$ cat config.mk
export PLATFORM = sky130hd
export DESIGN_NAME = store_lane_buffer
export DESIGN_NICKNAME = d
export VERILOG_FILES = /design/src/rtl/store_lane_buffer.sv
export SDC_FILE = /design/constraint.sdc
export NUM_CORES = 1
export LEC_CHECK = 0
export ABC_AREA = 1
export BUFFER_PORTS_ARGS = -buffer_cell sky130_fd_sc_hd__buf_2
export CAP_MARGIN = 20
export CORE_MARGIN = 2
export CORE_UTILIZATION = 32
export CTS_CLUSTER_DIAMETER = 50
export DETAILED_ROUTE_END_ITERATION = 10
export HOLD_SLACK_MARGIN = 0.06
export PLACE_DENSITY = 0.59
export REMOVE_ABC_BUFFERS = 1
export SETUP_SLACK_MARGIN = 0.3
export SLEW_MARGIN = 30
export SYNTH_ARGS = -nofsm -noshare
export SYNTH_HDL_FRONTEND = slang
export SYNTH_SLANG_ARGS = --single-unit
$ cat constraint.sdc
create_clock -name clk -period 11.3 [get_ports clk]
set_input_delay 1.13 -clock clk [delete_from_list [all_inputs] [get_ports clk]]
set_output_delay 1.13 -clock clk [all_outputs]
set_load 0.03 [all_outputs]
$ cat src/rtl/store_lane_buffer.sv
// store_lane_buffer: narrows MEM-stage stores to byte lanes, queues them and drains to data memory
module store_lane_buffer #(
  parameter int DEPTH = 4,
  parameter int AW    = 32
) (
  input  logic                     clk,
  input  logic                     rst_n,
  input  logic                     st_valid,
  output logic                     st_ready,
  input  logic [AW-1:0]            st_addr,
  input  logic [31:0]              st_data,
  input  logic [1:0]               st_size,
  output logic                     mem_req,
  input  logic                     mem_ack,
  output logic [AW-3:0]            mem_addr,
  output logic [31:0]              mem_wdata,
  output logic [3:0]               mem_be,
  output logic                     misalign_exc,
  output logic [AW-1:0]            misalign_addr,
  output logic [$clog2(DEPTH):0]   count,
  output logic                     empty
);
  localparam int PW = $clog2(DEPTH);
  localparam int CW = PW + 1;
  logic [AW-3:0] q_addr [DEPTH];
  logic [31:0]   q_data [DEPTH];
  logic [3:0]    q_be   [DEPTH];
  logic [PW-1:0] wp, rp, hp;
  logic [1:0]    off;
  logic [31:0]   wdata;
  logic [3:0]    be;
  logic          legal, acc, push, pop, load;
  assign off   = st_addr[1:0];
  assign wdata = st_size == 2'b10 ? {4{st_data[7:0]}} : st_size == 2'b01 ? {2{st_data[15:0]}} : st_data;
  assign be    = st_size == 2'b10 ? 4'b0001 << off : st_size == 2'b01 ? (off[1] ? 4'b1100 : 4'b0011) : 4'b1111;
  assign legal = st_size == 2'b10 || (st_size == 2'b01 && !off[0]) || (st_size == 2'b00 && off == 2'b00);
  assign st_ready = count < CW'(DEPTH);
  assign acc   = st_valid && st_ready;
  assign push  = acc && legal;
  assign pop   = mem_req && mem_ack;
  // the head stays queued while requested; after a pop the next head is rp+1
  assign hp    = rp + PW'(pop);
  assign load  = (!mem_req || pop) && (count > CW'(pop));
  assign empty = count == '0 && !mem_req;
  always_ff @(posedge clk) begin
    if (push) begin
      q_addr[wp] <= st_addr[AW-1:2];
      q_data[wp] <= wdata;
      q_be[wp]   <= be;
    end
  end
  always_ff @(posedge clk or negedge rst_n) begin
    if (!rst_n) begin
      wp            <= '0;
      rp            <= '0;
      count         <= '0;
      mem_req       <= 1'b0;
      mem_addr      <= '0;
      mem_wdata     <= '0;
      mem_be        <= '0;
      misalign_exc  <= 1'b0;
      misalign_addr <= '0;
    end else begin
      if (push) wp <= wp + PW'(1);
      if (pop) rp <= rp + PW'(1);
      count        <= count + CW'(push) - CW'(pop);
      misalign_exc <= acc && !legal;
      if (acc && !legal) misalign_addr <= st_addr;
      if (load) begin
        mem_req   <= 1'b1;
        mem_addr  <= q_addr[hp];
        mem_wdata <= q_data[hp];
        mem_be    <= q_be[hp];
      end else if (pop) mem_req <= 1'b0;
    end
  end
endmodule

# [Yosys cells after proc, flatten, opt, wreduce, memory -nomap -nowiden]
# Memories as Yosys holds them, arrays and structs flattened. A register that Yosys moved wholly into a read port is not among the register bits.
# Index checks and enable logic that the tools add are counted.
[totals] word_cells=49 out_inout_bits=105 inputBits=70 ramBits=264 reg_bits=41 mem_count=3
[classes] shift=1 n_lt_le_gt_ge=2 mux=9 n_eq_ne=2 addsub=5 n_reduce_logical=21
[mem_list] memory="q_data" depth=4 width=32 read_ports=1 rd_ports_with_merged_regs=1 wr=1 line="26" text="logic [31:0] q_data [DEPTH];"
[mem_list] memory="q_addr" depth=4 width=30 read_ports=1 rd_ports_with_merged_regs=1 wr=1 line="25" text="logic [AW-3:0] q_addr [DEPTH];"
[mem_list] memory="q_be" depth=4 width=4 read_ports=1 rd_ports_with_merged_regs=1 wr=1 line="27" text="logic [3:0] q_be [DEPTH];"
[ops] op="2-to-1 mux 32 bit" n=2
[ops] op="2-to-1 mux 4 bit" n=3
[ops] op="logical AND 1 bit" n=8
[ops] op="zero test 1 bit" n=6
[ops] op="adder 2 x 1 -> 2 bit, second input constant" n=2
[ops] op="zero test 2 bit" n=2
[ops] op="2-to-1 mux 1 bit" n=4
[ops] op="left shift 1 x 2 -> 4 bit, first input constant" n=1
[ops] op="adder 3 x 1 -> 3 bit" n=1
[ops] op="> comparator 3 x 1 -> 1 bit" n=1
[ops] op="zero test 3 bit" n=1
[ops] op="logical OR 1 bit" n=3
[ops] op="< comparator 3 bit, second input constant" n=1
[ops] op="subtractor 3 x 1 -> 3 bit" n=1
[ops] op="adder 2 x 1 -> 2 bit" n=1
[ops] op="equality test 2 x 1 -> 1 bit, second input constant" n=1
[ops] op="equality test 2 bit, second input constant" n=1
[ops] op="nonzero test 2 bit" n=1

# [Logic depth before layout (Yosys ltp)]
[depth] word_depth=7 mapped_depth=13 depth_no_buf=10

# [Worst setup path before layout]
# No wires, ideal clock.
[synth_path] path_kind="input to register" startpoint="in st_size[1]" endpoint="mem q_addr[0][0] (netlist name) (enable)" required_time_ns=10.809 path_stages=6 n_path_buf=0 slack_ns=6.352 t_arrival_ns=4.457 setup_ns=0.491 path_cell_list="inv_1 > nor2_4 > inv_2 > nand2_1 > nand2_1 > nor2_1"
[synth_via] elab_chain_len=7 elab_cells_between_ends=10 classes_between="eq/ne (2); mux (2); reduce/logical (6)"
[synth_lines] element="from (decl)" line="12" text="input logic [1:0] st_size,"
[synth_lines] element="equality test 2 x 1 -> 1 bit" line="36" text="assign legal = st_size == 2'b10 || (st_size == 2'b01 && !off[0]) || (st_size == 2'b00 && off == 2'b00);"
[synth_lines] element="logical AND 1 bit" line="36"
[synth_lines] element="logical OR 1 bit" line="36"
[synth_lines] element="logical OR 1 bit *" line="36"
[synth_lines] element="logical AND 1 bit *" line="39" text="assign push = acc && legal;"
[synth_lines] element="2-to-1 mux 1 bit *" line="46" text="if (push) begin"
[synth_lines] element="2-to-1 mux 1 bit (not written as such) *" line="47" text="q_addr[wp] <= st_addr[AW-1:2];"
[synth_lines] element="to (decl)" line="25"
# Every way passes the cells marked *; elsewhere a longest branch is shown, timed or not.

# [Final worst setup path]
[layout_path] startpoint="in st_size[1]" endpoint="mem q_addr[1][7] (netlist name) (enable)"
# The elaborated chain is that of the path after synthesis.

==> flow_summary.ini <==
[layout]
drive_gt1_share_pct = 16.4
fill_cells = 4577
antenna_cells = 0
design_area_mm2 = 0.0180
final_nets = 1719
area_delta_synth_final_pct = 19.0

[setup_path]
start_kind = input pin
cp_max_fo = 42
timing.critical_path.cells = buf_2 > inv_1 > nor2_4 > inv_2 > nand2_1 > nand2_1 > nor2_4 > buf_4
cp.arrival_ns = 4.12
worstPathRequired_ns = 11.48
cp_slowest_cell = nor2_4
critPathCaptureType = register
r2r_cells = 5
slowest_delay_ns = 0.70
crit_type = in -> reg

[sta]
relSlewSlack_pct = 35.2
fmax_mhz = 253
setup_slack_ns = 7.35
worst_pin_slew_ns = 0.971
skew_ns = 0.0162
setup_viol = 0
fin_crit_ns = 3.95
min_period_over_period_pct = 34.9
drv_slew = 0
finalHoldViolCount = 0
setup-tns-final_ns = 0
grt_setup_unrepaired = false

[floorplanning]
die_w_um = 221
die_area_mm2 = 0.0490
coreArea_mm2 = 0.0466
ioPinCount = 175
initial_core_util_pct = 32.5
die_y_um = 221
rows = 79

[global_routing]
antenna_found_initial = 2
grt_pass1_vias = 10300
grt_max_degree = 91
grt_pass1_wl_mm = 59.7
grt_overflow = 0
grt_usage_pct = 15.6

[power]
power_frac_clock_pct = 26.5
power_density_mw_per_mm2 = 286
seqPwrFrac_pct = 35.3
p_leak_nw = 8.26
vdd_drop_max_mv = 0.148
p_int_mw = 3.01
pwr-share-comb_pct = 38.2
power_switching_mw = 2.13
swShare_pct = 41.5

[yosys]
synth_area_leaders = edfxtp_1 52%, nand2_1 23%, dfrtp_1 18%, nand4_1 1.3%, buf_2 1.2%
synthFlopType = edfxtp_1
synth.top_cell.area_share_pct = 52.4
yosys.cell_types.count = 24
ys_ff_latch = 371
synth_commonest_cells = 918 x nand2_1, 264 x edfxtp_1, 107 x dfrtp_1
synth_area_mm2 = 0.0151
yosysMostFrequentCell = nand2_1
yosysWarnings = 0
avgSynthCellArea_um2 = 10.2
yosys.area.top_type = edfxtp_1
synth-async-reset-ratio_pct = 28.8
synth-edff-count = 264
syn_inst = 1476
yosysSeqAreaShare_pct = 70.2

[min_path]
holdCritPathClass = reg -> reg
hold_depth = 2

[clock_network]
cts.clk_slew.worst_paths_ns = 0.06
clock_latency_ns = 0.56
cts_tree = done
clockBufferDepth = 3
ctsHoldBuffers = 0
cts_buffers = 45
postCtsSetupBuffers = 0
ctsResizeCount = 0
root_buffer = clkbuf_16
cts.sinks = 371
htree_levels = 2

[drt]
drtPass1Iterations = 5
routed_wl_mm = 38.3
drcViolationCount = 0
ant_nets = 0
viasPerCell = 4.52
routedWlPerCell_um = 16.8
first_iter_violations = 645
vias = 10300

[placed_design]
place_ws_ns = 6.73
dp_hpwl_mm = 23.1
port_buffers = 174
postPlaceCellArea_mm2 = 0.0166
gp_congestion = 0.689

[run]
drv_cap = 0

[status]
status = complete, no violations
[final timing paths]
path	from	slack, ns	to
setup reg to reg	count[2]	8.09	q_addr[1][7]
min in group asynchronous	rst_n	0.51	mem_wdata[30]
setup / recovery	st_size[1]	7.35	q_addr[1][7]
hold reg to reg	misalign_addr[2]	0.47	misalign_addr[2]
hold / removal	misalign_addr[2]	0.47	misalign_addr[2]
max in group asynchronous	rst_n	9.58	misalign_addr[10]
[through the flow]
stage / hold slack [ns] / cells / util [%] / total power, mW
finish: 0.466 / 2281 / 38.6 / 5.14
global route: 0.491 / 2281 / 38.6 / 5.51
CTS: 0.472 / 2281 / 38.6 / 5.22
detailed placement: 0.457 / 2199 / 35.6 / 3.84
global placement: 0.452 / 2198 / 35.6 / 3.81
floorplan: 0.473 / 1405 / - / 3.19
[state kept, by name, summed over array words and instances, names as in the netlist]
name	flops
misalign_exc	1
mem_addr	30
q_data	128
mem_be	4
wp	2
mem_req	1
count	3
misalign_addr	32
q_be	16
mem_wdata	32
q_addr	120
rp	2
[power by group through the flow]
stage / Clock (mW) / Sequential [mW] / Combinational, mW
2_1_floorplan: 0 / 2.16 / 1.03
3_3_place_gp: 0 / 1.84 / 1.98
3_5_place_dp: 0 / 1.84 / 2.00
4_1_cts: 1.40 / 1.82 / 2.01
5_1_grt: 1.46 / 1.84 / 2.22
6_report: 1.36 / 1.81 / 1.96
[worst max-delay path, delay by kind of cell]
kind	cells	cell delay [ns]
simple gates	4	1.62
buf+inv	4	1.29
[cells in the final DEF (no fill, tap or decap), types with 3 or more instances in the layout]
cell type	count
nor2_4	7
ha_1	8
o21ai_0	14
clkbuf_1	10
clkinv_2	7
buf_4	11
nand2_1	915
inv_1	29
clkbuf_8	3
nor2_1	3
buf_2	173
o211ai_1	7
inv_6	7
nand3_1	3
dfrtp_1	107
nand4_1	32
edfxtp_1	264
clkinvlp_4	3
clkbuf_16	45
[logic make-up after synthesis]
group	count (synthesis)	share of synthesized area (%)
simple gates	968	24.8
flops	371	70.2
buf+inv	103	3.19
compound gates	21	0.811
fa+ha+maj	10	0.877
xor+xnor	3	0.174
[routing by layer]
layer,vias up,wire (um),GRT usage [%]
li1,5091,-,-
met1,4928,17000,20.2
met2,240,18300,26.2
met3,62,1980,3.25
met4,0,961,4.70
met5,-,0,0
[area by class of cell]
type	instances	area (um2)	area share, %
Sequential cell	371	10600	59.0
Multi-Input combinational cell	1002	4100	22.8
Clock buffer	58	1200	6.70
Clock inverter	24	196	1.09
Timing Repair Buffer	187	998	5.55
Inverter	32	123	0.682
Tap cell	607	759	4.22
Note: power is estimated with default switching activity, not from simulation.
